`config.mk`:
```
export PLATFORM = sky130hd
export DESIGN_NAME = ddfs_mc
export DESIGN_NICKNAME = d
export VERILOG_FILES = /design/src/rtl/ddfs_pkg.sv /design/src/rtl/ddfs_mc_rom.sv /design/src/rtl/ddfs_mc.sv
export SDC_FILE = /design/constraint.sdc
export NUM_CORES = 2
export LEC_CHECK = 0
export CAP_MARGIN = 20
export CORE_ASPECT_RATIO = 2
export CORE_UTILIZATION = 37
export DETAILED_ROUTE_END_ITERATION = 10
export PLACE_DENSITY = 0.51
export SETUP_SLACK_MARGIN = 0.1
export SYNTH_ARGS = -nofsm -noshare
export SYNTH_HDL_FRONTEND = slang
export SYNTH_SLANG_ARGS = --single-unit
```
`constraint.sdc`:
```
create_clock -name clk -period 8.4 [get_ports clk]
set_input_delay 1.68 -clock clk [delete_from_list [all_inputs] [get_ports clk]]
set_output_delay 1.68 -clock clk [all_outputs]
set_load 0.05 [all_outputs]
```
`src/rtl/ddfs_pkg.sv`:
```
// Shared types and constants for the multi-channel DDFS: register map, waveform modes,
// sequencer states and fixed-point scaling.
package ddfs_pkg;
  typedef enum logic [1:0] {SINE, SQUARE, SAW, OFF} mode_e;
  typedef enum logic [1:0] {A_FCW, A_PHA, A_ENV, A_MODE} cfg_addr_e;
  typedef enum logic [1:0] {IDLE, ISSUE, DRAIN} state_e;

  localparam int SQ_AMP    = 32767;
  localparam int ENV_Q     = 14;
  localparam int SMP_W     = 16;
  localparam int DRAIN_CYC = 3;
endpackage

```
`src/rtl/ddfs_mc_rom.sv`:
```
// Shared 256x16 signed sine table with a 1-cycle registered read.
// Table uses a Bhaskara rational approximation so it elaborates from integer math alone.
module wave_rom
  import ddfs_pkg::*;
(
  input  logic               clk,
  input  logic [7:0]         addr,
  output logic signed [15:0] data
);
  // sin(pi*p/128) ~= 16q / (81920 - 4q), q = p*(128-p); pi cancels out
  function automatic logic signed [15:0] sin_val(input int i);
    int p;
    int q;
    longint v;
    logic signed [15:0] r;
    p = i % 128;
    q = p * (128 - p);
    v = (longint'(SQ_AMP) * longint'(16 * q)) / longint'(81920 - 4 * q);
    r = 16'(v);
    return (i >= 128) ? -r : r;
  endfunction

  logic signed [15:0] lut [256];

  for (genvar i = 0; i < 256; i++) begin : g_lut
    assign lut[i] = sin_val(i);
  end

  always_ff @(posedge clk) data <= lut[addr];
endmodule

```
`src/rtl/ddfs_mc.sv`:
```
// Multi-channel DDFS: per-channel phase accumulators time-multiplexed over one sine ROM,
// envelope-scaled and summed into one mix sample per tick.
module ddfs_mc
  import ddfs_pkg::*;
#(
  parameter int PHASE_WIDTH = 30,
  parameter int NUM_CH      = 4,
  parameter int CH_W        = $clog2(NUM_CH)
) (
  input  logic                       clk,
  input  logic                       reset_n,
  input  logic                       cfg_we,
  input  logic [CH_W-1:0]            cfg_ch,
  input  logic [1:0]                 cfg_addr,
  input  logic [PHASE_WIDTH-1:0]     cfg_wdata,
  input  logic                       tick_i,
  output logic                       busy_o,
  output logic signed [16+CH_W-1:0]  mix_o,
  output logic                       mix_valid_o,
  output logic [NUM_CH-1:0]          pulse_o,
  output logic                       overrun_o
);
  localparam int PW     = PHASE_WIDTH;
  localparam int MW     = SMP_W + CH_W;
  localparam int STAGES = 2;
  localparam logic signed [15:0] SQ_P = 16'(SQ_AMP);
  localparam logic signed [15:0] SQ_N = 16'(-SQ_AMP);

  logic [NUM_CH-1:0][PW-1:0] fcw, pha, sh_fcw, sh_pha, phase;
  logic [NUM_CH-1:0][15:0]   env, sh_env;
  logic [NUM_CH-1:0][1:0]    mode, sh_mode;

  state_e          state;
  logic [CH_W-1:0] slot;
  logic [1:0]      dcnt;
  logic            done;
  logic            accept;

  logic [STAGES:0]     vld_pipe;
  logic [PW-1:0]       pha_mod;
  logic [15:0]         s1_top, s2_top;
  logic [1:0]          s1_mode, s2_mode;
  logic signed [15:0]  s1_env, s2_env;
  logic signed [15:0]  rom_q, sample, s3_scaled;
  logic signed [31:0]  prod;
  logic signed [MW-1:0] acc;
  logic                unused_prod;

  assign accept  = tick_i & ~busy_o;
  assign pha_mod = phase[slot] + sh_pha[slot];

  always_comb begin
    pulse_o = '0;
    for (int k = 0; k < NUM_CH; k++) pulse_o[k] = phase[k][PW-1];
  end

  always_ff @(posedge clk or negedge reset_n) begin
    if (!reset_n) begin
      fcw       <= '0;
      pha       <= '0;
      env       <= '0;
      mode      <= '0;
      overrun_o <= 1'b0;
    end else begin
      if (cfg_we) begin
        case (cfg_addr_e'(cfg_addr))
          A_FCW:  fcw[cfg_ch]  <= cfg_wdata;
          A_PHA:  pha[cfg_ch]  <= cfg_wdata;
          A_ENV:  env[cfg_ch]  <= cfg_wdata[15:0];
          A_MODE: mode[cfg_ch] <= cfg_wdata[1:0];
          default: ;
        endcase
      end
      // Clearing write wins over a simultaneous dropped tick
      if (cfg_we && cfg_addr == A_MODE) overrun_o <= 1'b0;
      else if (tick_i && busy_o)        overrun_o <= 1'b1;
    end
  end

  // Sequencer; busy_o stays high one cycle past DRAIN so it drops with mix_valid_o
  always_ff @(posedge clk or negedge reset_n) begin
    if (!reset_n) begin
      state       <= IDLE;
      slot        <= '0;
      dcnt        <= '0;
      done        <= 1'b0;
      busy_o      <= 1'b0;
      sh_fcw      <= '0;
      sh_pha      <= '0;
      sh_env      <= '0;
      sh_mode     <= '0;
      phase       <= '0;
      mix_o       <= '0;
      mix_valid_o <= 1'b0;
    end else begin
      done        <= 1'b0;
      mix_valid_o <= 1'b0;
      if (done) begin
        mix_o       <= acc;
        mix_valid_o <= 1'b1;
        busy_o      <= 1'b0;
      end
      case (state)
        IDLE: if (accept) begin
          sh_fcw  <= fcw;
          sh_pha  <= pha;
          sh_env  <= env;
          sh_mode <= mode;
          slot    <= '0;
          busy_o  <= 1'b1;
          state   <= ISSUE;
        end
        ISSUE: begin
          phase[slot] <= phase[slot] + sh_fcw[slot];
          slot        <= slot + CH_W'(1);
          if (slot == CH_W'(NUM_CH - 1)) begin
            dcnt  <= '0;
            state <= DRAIN;
          end
        end
        DRAIN: begin
          if (dcnt == 2'(DRAIN_CYC - 1)) begin
            done  <= 1'b1;
            state <= IDLE;
          end else begin
            dcnt <= dcnt + 2'd1;
          end
        end
        default: state <= IDLE;
      endcase
    end
  end

  wave_rom u_rom (
    .clk  (clk),
    .addr (s1_top[15:8]),
    .data (rom_q)
  );

  always_comb begin
    sample = '0;
    case (mode_e'(s2_mode))
      SINE:    sample = rom_q;
      SQUARE:  sample = s2_top[15] ? SQ_N : SQ_P;
      SAW:     sample = signed'({~s2_top[15], s2_top[14:0]});
      default: sample = '0;
    endcase
  end

  assign prod        = 32'(sample) * 32'(s2_env);
  assign unused_prod = ^{prod[31:ENV_Q+16], prod[ENV_Q-1:0]};

  // slot -> ROM/selection -> product -> accumulate
  always_ff @(posedge clk or negedge reset_n) begin
    if (!reset_n) begin
      vld_pipe  <= '0;
      s1_top    <= '0;
      s1_mode   <= '0;
      s1_env    <= '0;
      s2_top    <= '0;
      s2_mode   <= '0;
      s2_env    <= '0;
      s3_scaled <= '0;
      acc       <= '0;
    end else begin
      vld_pipe <= {vld_pipe[STAGES-1:0], state == ISSUE};
      if (state == ISSUE) begin
        s1_top  <= pha_mod[PW-1:PW-16];
        s1_mode <= sh_mode[slot];
        s1_env  <= signed'(sh_env[slot]);
      end
      s2_top    <= s1_top;
      s2_mode   <= s1_mode;
      s2_env    <= s1_env;
      s3_scaled <= prod[ENV_Q+15:ENV_Q];
      if (accept)           acc <= '0;
      else if (vld_pipe[2]) acc <= acc + MW'(s3_scaled);
    end
  end
endmodule

```
==> results.sh <==
export IMPL_run_status="finished, final reports clean"
export IMPL_min_path_cells=0
export IMPL_io_pins=63
export IMPL_core_mm2=0.137
export IMPL_slowest_delay_ns=0.70
export IMPL_dieArea_mm2=0.140
export IMPL_ys_ff_latch=893
export IMPL_crit_type="reg2reg"
export IMPL_grt_pass1_vias=38729
export IMPL_fin_nets=5442
export IMPL_dp_hpwl_um=104000
export IMPL_crit_fanout=20
export IMPL_fin_skew_ns=0.0649
export IMPL_synth_ff_type="dfrtp_1"
export IMPL_yosysTopAreaCell="dfrtp_1"
export IMPL_start_util_pct=37.3
export IMPL_cts_tree="built"
export IMPL_drive_above_1_share_pct=14.3
export IMPL_crit_arrival_ns=8.27
export IMPL_finalSetupTns_ns=0
export IMPL_reg2reg_depth=22
export IMPL_path_delay_family="adder cells"
export IMPL_async_reset_ff_share_pct=98.2
export IMPL_max_slew_margin_pct=19.9
export IMPL_ant_nets=0
export IMPL_yosys_top_cells_area="dfrtp_1 (43%), nand2_1 (10%), fa_1 (9.7%)"
export IMPL_clk_latency_ns=0.71
export IMPL_cts_setup_buffers=0
export IMPL_r2r_start="s2_mode[1]$_DFF_PN0_"
export IMPL_hold_path_class="reg2reg"
export IMPL_holdBufCountCts=0
export IMPL_netlist_instances=5066
export IMPL_die_h_um=528
export IMPL_clk_pin_slew_ns=0.07
export IMPL_syn_to_final_growth_pct=11.1
export IMPL_via_per_inst=5.28
export IMPL_fillers=13395
export IMPL_hp_start="vld_pipe[0]$_DFF_PN0_"
export IMPL_drt_iter0_drc=2647
export IMPL_seq_area_frac_synth_pct=43.5
export IMPL_whs_endpoint="vld_pipe[1]$_DFF_PN0_"
export IMPL_required_ns=8.99
export IMPL_reg2reg_slack_ns=0.72
export IMPL_die_x_um=265
export IMPL_routabilityCongestion=1.03
export IMPL_grt_total_usage_pct=22.2
export IMPL_period_needed_ns=7.68
export IMPL_path_common_cell="fa_1"
export IMPL_clock_path_buffers=3
export IMPL_cpMaxStageDelayCell="dfrtp_1"
export IMPL_wire_per_inst_um=22.0
export IMPL_fmax_mhz=130
export IMPL_rsz0062_at_grt="no"
export IMPL_slew_violations=0
export IMPL_drc=0
export IMPL_endpoint_kind="flip-flop"
export IMPL_wirelength_um=152000
export IMPL_syn_cell_area_mm2=0.0512
export IMPL_antenna_found_initial=11
export IMPL_cp_start_kind="flip-flop"
export IMPL_max_cap_viol_count=0
export IMPL_num_rows=192
export IMPL_portBuffers=62
export IMPL_numClockSinks=893
export IMPL_vias=36431
export IMPL_synth_edf_count=0
export IMPL_cts_root_buf="clkbuf_16"
export IMPL_synth_top_area_share_pct=42.9
export IMPL_setup_viol=0
export IMPL_worst_pin_slew_ns=1.19
export IMPL_synth_nets=5528
export IMPL_path_cells="and2b_1, a21o_1, nand2_1, fa_1, fa_1, fa_1, inv_1, fa_1, fa_1, inv_1, fa_1, inv_1, ha_1, a211o_1, a21oi_1, o311ai_1, a31oi_1, o211a_1, o31ai_1, a21oi_1, o21bai_1, xor2_1"
export IMPL_r2r_end="s3_scaled[13]$_DFF_PN0_"
export IMPL_grt_overflow=0
export IMPL_grt_max_degree=176
export IMPL_ctsResizeCount=0
export IMPL_numCtsBuffers=85
export IMPL_timing_hold_violations_final=0
export IMPL_yosys_cell_types_count=78
export IMPL_period_share_pct=91.4
export IMPL_syn_area_per_cell_um2=10.1
export IMPL_cp_num_buf_inv=3
export IMPL_grt_pass1_wl_um=237000
export IMPL_h_tree_depth=3
export IMPL_drtPass1Iterations=5
export IMPL_synth_warnings=0
[stage by stage]
| stage | util [%] | hold WS [ns] | setup slack [ns] | instance area (µm²) | instances |
|---|---|---|---|---|---|
| after floorplan | - | 0.331 | 1.72 | 51200 | 5066 |
| after global placement | 39.2 | 0.331 | 0.753 | 53700 | 6735 |
| after detailed placement | 39.2 | 0.341 | 0.718 | 53700 | 6735 |
| after CTS | 41.5 | 0.357 | 0.710 | 56900 | 6894 |
| after global routing | 41.5 | 0.377 | 0.251 | 56900 | 6896 |
| final | 41.5 | 0.356 | 0.724 | 56900 | 6900 |
[state kept, by name, indices dropped and copies added, names as in the netlist, 3 cells and up]
| name | cells |
|---|---|
| mix_o | 18 |
| sh_fcw | 120 |
| sh_pha | 120 |
| sh_mode | 8 |
| vld_pipe | 3 |
| sh_env | 64 |
| pha | 120 |
| s3_scaled | 16 |
| s2_env | 16 |
| acc | 18 |
| s2_top | 16 |
| s1_top | 16 |
| mode | 8 |
| pulse_o | 4 |
| u_rom.data | 16 |
| env | 64 |
| phase | 116 |
| fcw | 120 |
| s1_env | 16 |
[Yosys cell counts, types with 17 or more instances]
cell / number
clkbuf_1: 256
a311oi_1: 18
nor2b_1: 32
a31oi_1: 33
a21oi_1: 171
nor2_1: 158
fa_1: 249
o21ai_0: 263
dfrtp_1: 877
nand2b_1: 42
o211ai_1: 23
nand2_1: 1388
a211oi_1: 32
a21o_1: 42
mux2_2: 336
mux4_2: 114
and2_1: 121
xor2_1: 35
inv_1: 290
nand3_1: 28
xnor2_1: 55
o31ai_1: 17
ha_1: 175
buf_1: 50
nor3_1: 39
[routing by layer]
layer  up-vias  GRT usage (%)  part of all wire (%)
li1      16669              -                     -
met1     18499           24.3                    37
met2       885           42.2                    54
met3       366           2.68                   3.6
met4        12           10.1                   5.0
met5         -              0                 0.045
[cells by family (layout without fill, tap and decap cells)]
logic type                 Yosys count  count (layout)  synth area share (%)
DFF                                893             893                  43.5
and+or+nand+nor                   1873            1873                  15.2
other                                0               5                     0
adders and majority gates          424             424                  14.0
muxes                              464             464                  12.7
xor gates and xnor gates            90              90                  1.54
buffers and inverters              607             593                  4.48
AOI/OAI and AO/OA                  715             715                  8.58
[final cells by class]
| cell class | count | area [µm²] | area share, % |
|---|---|---|---|
| clock buffers | 120 | 2530 | 4.44 |
| inverters | 296 | 1110 | 1.95 |
| clock inverters | 39 | 636 | 1.12 |
| flip-flops and latches | 893 | 22300 | 39.2 |
| multi-input cells | 3566 | 26700 | 47.0 |
| repair buffers | 138 | 1290 | 2.27 |
| diodes | 5 | 12.5 | 0.0220 |
| well taps | 1843 | 2310 | 4.05 |
[worst max path at each step]
stage / from / cells after the start / slack (ns) / end
floorplan: s2_mode[1]$_DFF_PN0_ / 25 / 1.72 / s3_scaled[15]$_DFF_PN0_
global placement: s2_mode[1]$_DFF_PN0_ / 22 / 0.75 / s3_scaled[15]$_DFF_PN0_
detailed placement: s2_mode[1]$_DFF_PN0_ / 22 / 0.72 / s3_scaled[13]$_DFF_PN0_
CTS: s2_mode[1]$_DFF_PN0_ / 22 / 0.71 / s3_scaled[13]$_DFF_PN0_
global route: s2_mode[0]$_DFF_PN0_ / 23 / 0.25 / s3_scaled[13]$_DFF_PN0_
finish: s2_mode[1]$_DFF_PN0_ / 22 / 0.72 / s3_scaled[13]$_DFF_PN0_
[placed cells by master (no fill, tap or decap), drive strengths merged, types with 16 or more instances in the layout]
cell type	synthesis	layout
nand2	1388	1388
dfrtp	877	877
mux2	336	336
inv	292	297
o21ai	264	264
fa	249	249
ha	175	175
a21oi	171	171
nor2	158	158
and2	122	122
clkbuf	256	121
mux4	114	114
buf	55	76
clkdlybuf4s50	0	61
xnor2	55	55
a21o	42	42
nand2b	42	42
nor3	39	39
xor2	35	35
a31oi	33	33
a211oi	33	33
nor2b	32	32
nand3	28	28
clkinv	4	25
o211ai	23	23
a311oi	18	18
o31ai	17	17
o21a	16	16
dfxtp	16	16
Power is left out: the tool's default activity adds up to more than one toggle a clock period on the data nets, which glitch-free logic cannot reach.
